==> src/rtl/seg_scan_ctrl.sv <==
// Multiplexed seven-segment scanner: frame-synchronous value updates, leading-zero
// blanking and PWM brightness, with registered anode/segment/dp pins.
module seg_scan_ctrl #(
    parameter int unsigned DIGITS   = 8,
    parameter int unsigned SCAN_DIV = 262144,
    parameter int unsigned DIM_BITS = 4
) (
    input  logic                  clk,
    input  logic                  rst,
    input  logic                  load,
    input  logic [4*DIGITS-1:0]   value,
    input  logic [DIGITS-1:0]     dp_in,
    input  logic                  blank_lz,
    input  logic [DIM_BITS-1:0]   bright,
    output logic [DIGITS-1:0]     an,
    output logic [6:0]            seg,
    output logic                  dp,
    output logic                  pend,
    output logic                  frame_done
);

    localparam int unsigned SW = (SCAN_DIV > 1) ? $clog2(SCAN_DIV) : 1;
    localparam int unsigned IW = (DIGITS > 1) ? $clog2(DIGITS) : 1;
    localparam logic [SW-1:0] SlotLast = SW'(SCAN_DIV - 1);
    localparam logic [IW-1:0] IdxFirst = IW'(DIGITS - 1);

    logic [SW-1:0]         slot_q, slot_d;
    logic [IW-1:0]         idx_q, idx_d;
    logic [DIM_BITS-1:0]   pwm_q, pwm_d;
    logic [4*DIGITS-1:0]   pend_val_q, pend_val_d;
    logic [DIGITS-1:0]     pend_dp_q, pend_dp_d;
    logic                  pend_q, pend_d;
    logic [4*DIGITS-1:0]   shadow_val_q, shadow_val_d;
    logic [DIGITS-1:0]     shadow_dp_q, shadow_dp_d;
    logic [DIGITS-1:0]     an_q, an_d;
    logic [6:0]            seg_q, seg_d;
    logic                  dp_q, dp_d;

    logic                  boundary;
    logic                  enable;
    logic                  lead;
    logic [DIGITS-1:0]     blank_vec;
    logic [3:0]            nib_sel;
    logic                  dp_sel;
    logic                  blank_sel;
    logic [DIGITS-1:0]     an_sel;
    logic [6:0]            seg_dec;

    assign boundary = (slot_q == SlotLast) && (idx_q == '0);

    // Scan timing and PWM
    always_comb begin
        slot_d = slot_q + SW'(1);
        idx_d  = idx_q;
        pwm_d  = pwm_q + DIM_BITS'(1);
        if (slot_q == SlotLast) begin
            slot_d = '0;
            idx_d  = (idx_q == '0) ? IdxFirst : idx_q - IW'(1);
        end
    end

    // A load on the boundary cycle bypasses the pending register.
    always_comb begin
        pend_val_d   = pend_val_q;
        pend_dp_d    = pend_dp_q;
        pend_d       = pend_q;
        shadow_val_d = shadow_val_q;
        shadow_dp_d  = shadow_dp_q;
        if (load && !boundary) begin
            pend_val_d = value;
            pend_dp_d  = dp_in;
            pend_d     = 1'b1;
        end
        if (boundary) begin
            pend_d = 1'b0;
            if (load) begin
                shadow_val_d = value;
                shadow_dp_d  = dp_in;
            end else if (pend_q) begin
                shadow_val_d = pend_val_q;
                shadow_dp_d  = pend_dp_q;
            end
        end
    end

    // A digit is blanked only while every digit from it upward is zero with no dp lit.
    always_comb begin
        lead      = 1'b1;
        blank_vec = '0;
        for (int i = DIGITS - 1; i >= 0; i--) begin
            lead = lead & (shadow_val_q[4*i +: 4] == 4'h0) & ~shadow_dp_q[i];
            blank_vec[i] = blank_lz & lead & (i != 0);
        end
    end

    always_comb begin
        nib_sel   = 4'h0;
        dp_sel    = 1'b0;
        blank_sel = 1'b0;
        an_sel    = '1;
        for (int i = 0; i < DIGITS; i++) begin
            if (idx_q == IW'(i)) begin
                nib_sel   = shadow_val_q[4*i +: 4];
                dp_sel    = shadow_dp_q[i];
                blank_sel = blank_vec[i];
                an_sel[i] = 1'b0;
            end
        end
    end

    always_comb begin
        seg_dec = 7'b1111111;
        unique case (nib_sel)
            4'h0: seg_dec = 7'b0000001;
            4'h1: seg_dec = 7'b1001111;
            4'h2: seg_dec = 7'b0010010;
            4'h3: seg_dec = 7'b0000110;
            4'h4: seg_dec = 7'b1001100;
            4'h5: seg_dec = 7'b0100100;
            4'h6: seg_dec = 7'b0100000;
            4'h7: seg_dec = 7'b0001111;
            4'h8: seg_dec = 7'b0000000;
            4'h9: seg_dec = 7'b0001100;
            4'hA: seg_dec = 7'b0001000;
            4'hB: seg_dec = 7'b1100000;
            4'hC: seg_dec = 7'b1110010;
            4'hD: seg_dec = 7'b1000010;
            4'hE: seg_dec = 7'b0110000;
            4'hF: seg_dec = 7'b0111000;
            default: seg_dec = 7'b1111111;
        endcase
    end

    assign enable = (bright == '1) || (pwm_q < bright);

    always_comb begin
        an_d  = '1;
        seg_d = 7'b1111111;
        dp_d  = 1'b1;
        if (enable && !blank_sel) begin
            an_d  = an_sel;
            seg_d = seg_dec;
            dp_d  = ~dp_sel;
        end
    end

    always_ff @(posedge clk or negedge rst) begin
        if (!rst) begin
            slot_q       <= '0;
            idx_q        <= IdxFirst;
            pwm_q        <= '0;
            pend_val_q   <= '0;
            pend_dp_q    <= '0;
            pend_q       <= 1'b0;
            shadow_val_q <= '0;
            shadow_dp_q  <= '0;
            an_q         <= '1;
            seg_q        <= 7'b1111111;
            dp_q         <= 1'b1;
        end else begin
            slot_q       <= slot_d;
            idx_q        <= idx_d;
            pwm_q        <= pwm_d;
            pend_val_q   <= pend_val_d;
            pend_dp_q    <= pend_dp_d;
            pend_q       <= pend_d;
            shadow_val_q <= shadow_val_d;
            shadow_dp_q  <= shadow_dp_d;
            an_q         <= an_d;
            seg_q        <= seg_d;
            dp_q         <= dp_d;
        end
    end

    assign an         = an_q;
    assign seg        = seg_q;
    assign dp         = dp_q;
    assign pend       = pend_q;
    assign frame_done = boundary;

endmodule

==> config.mk <==
export PLATFORM = sky130hd
export DESIGN_NAME = seg_scan_ctrl
export DESIGN_NICKNAME = d
export VERILOG_FILES = /design/src/rtl/seg_scan_ctrl.sv
export SDC_FILE = /design/constraint.sdc
export NUM_CORES = 1
export LEC_CHECK = 0
export ABC_AREA = 1
export CAP_MARGIN = 20
export CORE_ASPECT_RATIO = 0.5
export CORE_MARGIN = 4
export CORE_UTILIZATION = 35
export DETAILED_ROUTE_END_ITERATION = 6
export PLACE_DENSITY = 0.57
export SLEW_MARGIN = 40
export SYNTH_ARGS = -nofsm -noshare
export SYNTH_HDL_FRONTEND = slang
export SYNTH_SLANG_ARGS = --single-unit
==> constraint.sdc <==
create_clock -name clk -period 3.4 [get_ports clk]
set_clock_uncertainty 0.15 [all_clocks]
set_input_delay 0.68 -clock clk [delete_from_list [all_inputs] [get_ports clk]]
set_output_delay 0.68 -clock clk [all_outputs]
set_load 0.02 [all_outputs]
==> impl_metrics.yaml, run 1 <==
status:
  outcome: "complete, no violations"
detailed_routing:
  vias: 4992
  detail-route-antenna-nets: 0
  finalWirelength_um: 14520
  drtIter0Drc: 331
  dr.pass1.iters: 5
  drcViolationCount: 0
  avgRoutedWirePerCell_um: 13.76
  vias_per_cell: 4.732
critical_path:
  cp_max_fo: 3
  cp-start-kind: "register"
  crit_required_ps: 3600
  path_class: "reg -> reg"
  rr_startpoint: "slot_q[0]"
  startpoint: "slot_q[0]"
  critical_path_buf_inv_count: 15
  crit_arrival_ps: 3470
  path_delay_family: "buffers and inverters"
  path_common_cell: "buf_4"
  critPathCaptureType: "register"
  slowest_delay_ps: 420
  cp_slowest_cell: "dfrtp_1"
  worst-r2r-setup-slack_ps: 120
timing:
  period_share: 0.9645
  fmax_ghz: 0.3050
  finalMaxSlewViolations: 0
  rsz0062_at_grt: "false"
  slew_headroom: 0.5732
  worst_slew_pin_slew_ps: 640.2
  hold_slack_ps: 120.0
  period_needed_ps: 3279
  finalSetupViolCount: 0
  hold_viol_final: 0
global_routing:
  grt_pass1_vias: 4898
  antenna_found_initial: 0
  grt-ovfl-total: 0
  grt_max_degree: 53
  grt_pass1_wl_um: 24120
  grtUsageTotal: 0.1431
finish:
  syn_to_final_growth_pct: 26.34
  layout.nets: 872
  fin_util: 0.4585
  instances_no_fill: 1055
  layout-drive-gt1-share: 0.1827
  fillers: 1669
  n_antenna_cell: 0
  final_common_cell: "nand2_1"
  final_cell_mix: "210 x nand2_1, 103 x dfrtp_1, 86 x nand3_1"
job:
  maxCapViolCount: 0
hold_path:
  hold_class: "in -> async"
synthesis:
  synth-edff-count: 0
  synth_compound_area_frac: 0.08182
  yosys_warnings: 0
  synth.area.mux_share: 0.06405
  synth_top_family_by_area: "simple AND/OR/NAND/NOR gates"
  synth_xor_area_frac: 0.01640
  syn_nets: 791
  synthArstFlopShare: 1.000
  avgSynthCellArea_um2: 8.813
  synthCells: 727
  netlist_area_mm2: 0.006407
  synthAdderAreaFrac: 0.03124
  synth-seq-cells: 122
  seq_area_frac_synth: 0.4802
  synthFlopType: "dfrtp_1"
  synth-simple-area-share: 0.2535
  yosysUniqueCellTypes: 38
clock_network:
  cts_sinks: 122
  root_buffer: "clkbuf_16"
  cts_hold_buffers: 0
  clock_path_buffers: 2
  cts_tree: "done"
  clock_latency_ps: 410
  h-tree-depth: 4
  clkTransAtPathRegs_ps: 60
  cts_made_buffers: 17
floorplanning:
  fp.coreArea_mm2: 0.01765
  dieArea_mm2: 0.02067
  row_count: 34
  start_util: 0.3629
  boundaryPins: 66
  fp.dieH_um: 103.7
  dieWidth_um: 199.3
power:
  powerDensity_mw_per_mm2: 474.3
  peakVddDrop_mv: 0.3444
  p_leak_nw: 3.981
place:
  port_buffers: 65
  dp_hpwl_um: 9846
  dpl.cell_count: 1004
  gp_congestion: 0.8372
## final timing paths
kind                                    endpoint  depth (start not counted)
min in group clk                        pwm_q[0]                          1
worst max-delay path                  slot_q[16]                         25
worst max register to register        slot_q[16]                         25
max in group asynchronous       shadow_val_q[28]                          2
worst min-delay path               pend_val_q[2]                          1
worst min register to register          pwm_q[0]                          1
## layout make-up
| cell class | count | area (um^2) | area share |
|---|---|---|---|
| multi-input cells | 510 | 2934 | 0.3624 |
| inverters | 64 | 240.2 | 0.02968 |
| clock inverters | 11 | 215.2 | 0.02658 |
| clock buffers | 21 | 470.5 | 0.05811 |
| well taps | 234 | 292.8 | 0.03617 |
| flip-flops and latches | 122 | 3077 | 0.3801 |
| repair buffers | 93 | 865.8 | 0.1070 |
## where the power goes
| part | switching [mW] | internal [mW] |
|---|---|---|
| sequential | 0.0211 | 1.50 |
| combinational | 0.127 | 0.106 |
| clock | 0.652 | 1.43 |
## registers in the layout (all words and copies together) (netlist names)
name	flops
shadow_dp_q	8
pend_dp_q	8
pend	1
pwm_q	4
shadow_val_q	32
pend_val_q	32
an	8
idx_q	3
seg	7
dp	1
slot_q	18
## layer usage
metal	GRT usage	wire (um)
met1	0.2064	7176
met2	0.2121	6532
met3	0.03373	589
met4	0.04651	217
met5	0	0
## per-stage QoR
stage | power [mW] | instance area [um^2] | setup slack (ps) | setup TNS (ps)
3_5_place_dp | 1.786 | 7199 | -12.96 | -12.96
2_1_floorplan | 1.662 | 6407 | 645.7 | 0
5_1_grt | 3.991 | 8095 | 16.20 | 0
4_1_cts | 3.888 | 8001 | 1.913 | 0
6_report | 3.840 | 8095 | 120.8 | 0
3_3_place_gp | 1.781 | 7199 | 74.03 | 0
## synthesized netlist by cell type (5+ instances only)
cell type | number | area share
buf_6 | 13 | 0.023
o21ai_2 | 40 | 0.055
nor3_1 | 6 | 0.0047
xnor2_1 | 5 | 0.0068
dfrtp_1 | 103 | 0.40
nand3b_1 | 5 | 0.0059
nor2_1 | 36 | 0.021
dfstp_2 | 19 | 0.078
nand2_1 | 212 | 0.12
mux2i_1 | 41 | 0.064
nand3_1 | 86 | 0.067
o21ai_0 | 13 | 0.010
clkbuf_1 | 6 | 0.0035
buf_2 | 7 | 0.0055
nand2_2 | 5 | 0.0049
inv_1 | 62 | 0.036
xor2_1 | 7 | 0.0096
ha_1 | 16 | 0.031
a21oi_1 | 9 | 0.0070
or2_2 | 5 | 0.0049
## what timing repair did
| item | CTS | global route |
|---|---|---|
| pin swaps | 1 | 5 |
| endpoints found under the setup margin | 1 | 2 |
| resized for setup | 6 | 13 |
| buffers inserted | 15 | 5 |
## cells by family after synthesis
group,Yosys count
flip-flops,122
multiplexers,41
AO/OA/AOI/OAI,69
XOR/XNOR,12
buffers and inverters,95
adder cells (fa/ha/maj),16
AND/OR/NAND/NOR,372
(Power assumes the default switching activity.)
==> run 2, diff against run 1 <==
Settings changed: GPL_ROUTABILITY_DRIVEN from default to 0, HOLD_SLACK_MARGIN from default to 0.1.
==> results of run 2 <==
Final layout, timing and power as in run 1 (identical DEF).
==> run 3, diff against run 2 <==
Settings changed: CELL_PAD_IN_SITES_DETAIL_PLACEMENT from default to 0, CELL_PAD_IN_SITES_GLOBAL_PLACEMENT from default to 2, PLACE_DENSITY 0.57 to 0.83.
==> impl_metrics.yaml, run 3 (synthesized netlist as in run 1, its figures left out) <==
global_routing:
  use_met2: 0.1942
  grt_max_degree: 61
  antenna_found_initial: 0
  grt_pass1_vias: 4573
  grt-ovfl-total: 0
  grt_use_met1: 0.2237
  grtUsageTotal: 0.1438
  grt_busiest_layer: "met1"
  grt_pass1_wl_um: 23880
  globalRouteMet3Util: 0.03730
critical_path:
  cp_slowest_cell: "dfrtp_1"
  path_class: "reg -> out"
  startpoint: "slot_q[0]"
  cp-start-kind: "register"
  crit_arrival_ps: 2320
  path_delay_family: "simple AND/OR/NAND/NOR gates"
  critical_path_buf_inv_count: 2
  critPathCaptureType: "primary output"
  crit_required_ps: 2570
  slowest_delay_ps: 370
  cp_cell_sequence: "ha_2 > nand3_2 > nor2_2 > inv_2 > nor2_4 > and3_4 > nand2_1 > nor2_2 > nand2_2 > nor4_4 > nand2_1 > nor2_1 > buf_2"
  rr_startpoint: "idx_q[1]"
  cp_max_fo: 3
timing:
  period_share: 0.9273
  period_needed_ps: 3153
  hold_slack_ps: 317.8
  tns_ps: 0
  slew_headroom: 0.5321
  finalMaxSlewViolations: 0
  fmax_ghz: 0.3172
  worst_slew_pin_slew_ps: 698.5
  rsz0062_at_grt: "false"
  hold_viol_final: 0
  finalSetupViolCount: 0
detailed_routing:
  vias_per_cell: 4.628
  drtIter0Drc: 356
  avgRoutedWirePerCell_um: 13.85
  finalWirelength_um: 14390
  drcViolationCount: 0
  detail-route-antenna-nets: 0
  dr.pass1.iters: 4
  vias: 4808
clock_network:
  root_buffer: "clkbuf_16"
  clock_latency_ps: 420
  cts_sinks: 122
  cts_made_buffers: 17
  h-tree-depth: 4
  clkTransAtPathRegs_ps: 60
  cts_tree: "done"
  clock_path_buffers: 2
floorplanning:
  dieArea_mm2: 0.02067
  boundaryPins: 66
  dieWidth_um: 199.3
  fp.dieH_um: 103.7
  fp.coreArea_mm2: 0.01765
  start_util: 0.3629
  row_count: 34
status:
  outcome: "complete, no violations"
job:
  maxCapViolCount: 0
finish:
  syn_to_final_growth_pct: 23.24
  final_cell_mix: "211 x nand2_1, 103 x dfrtp_1, 86 x nand3_1"
  fillers: 1729
  n_antenna_cell: 0
  final_common_cell: "nand2_1"
  layout-drive-gt1-share: 0.1640
  multi_input_area_mm2: 0.002897
  layout.nets: 856
  regArea_mm2: 0.003077
  top_regs: "pend_val_q x32, shadow_val_q x32, slot_q x18"
power:
  p_leak_nw: 3.846
  powerDensity_mw_per_mm2: 471.4
  peakVddDrop_mv: 0.3191
hold_path:
  min_from: "pend_val_q[21]"
  hold_class: "reg -> reg"
place:
  dp_hpwl_um: 10100
  port_buffers: 65
-- run 3: cell type report --
type,count,share of cell area
sequential,122,0.3896
clock buffer,19,0.05736
multi-input combinational,510,0.3668
tap,234,0.03708
inverter,64,0.03042
clock inverter,13,0.02424
timing repair buffer,77,0.09444
-- run 3: path summary, 6_finish.rpt --
path	end	slack (ps)	cells past startpoint
worst max-delay path	frame_done	250	13
worst min-delay path	pend_val_q[21]	320	2
worst max register to register	seg[1]	550	14
worst min register to register	pend_val_q[21]	320	2
max in group asynchronous	pend_val_q[28]	1710	3
min in group asynchronous	shadow_val_q[11]	630	2
-- run 3: worst reg2reg max path: stages (launching register included) --
cell and delay [ps]:
dfstp_2 540, inv_1 80, ha_1 280, nand2_1 330
o21ai_0 150, nand3b_1 200, nand2_1 80, nand2_1 60
nand2_1 180, inv_1 140, ha_1 230, nand2_1 80
nand2_1 50, a21oi_1 120, nand3_1 90
-- run 3: metal layers --
metal	wire (um)	part of all wire
met5	0	0
met4	110	0.0076
met3	544	0.038
met2	5961	0.41
met1	7776	0.54
-- run 3: stage by stage --
| stage | setup WS [ps] | utilization | area (um^2) | total power [mW] | std cells |
|---|---|---|---|---|---|
| after floorplan | 645.7 | - | 6407 | 1.662 | 727 |
| after CTS | 2.575 | 0.4461 | 7876 | 3.779 | 1039 |
| after global placement | 61.85 | 0.4086 | 7214 | 1.784 | 1006 |
| after global routing | 7.637 | 0.4473 | 7896 | 3.877 | 1039 |
| final | 247.0 | 0.4473 | 7896 | 3.723 | 1039 |
| after detailed placement | 39.56 | 0.4086 | 7214 | 1.788 | 1006 |
-- run 3: timing repair --
item | 4_1_cts | 5_1_grt
endpoints found under the hold margin | 6 | 0
cloned | 0 | 0
gates resized for setup | 4 | 7
endpoints found under the setup margin | 1 | 1
buffers inserted | 0 | 0
hold buffers | 1 | 0
-- run 3: where the power goes --
group	leakage, nW	total, mW	internal (mW)	switching (mW)
clock network	0.306	1.96	1.27	0.692
logic	2.00	0.237	0.109	0.129
registers	1.54	1.52	1.50	0.0215
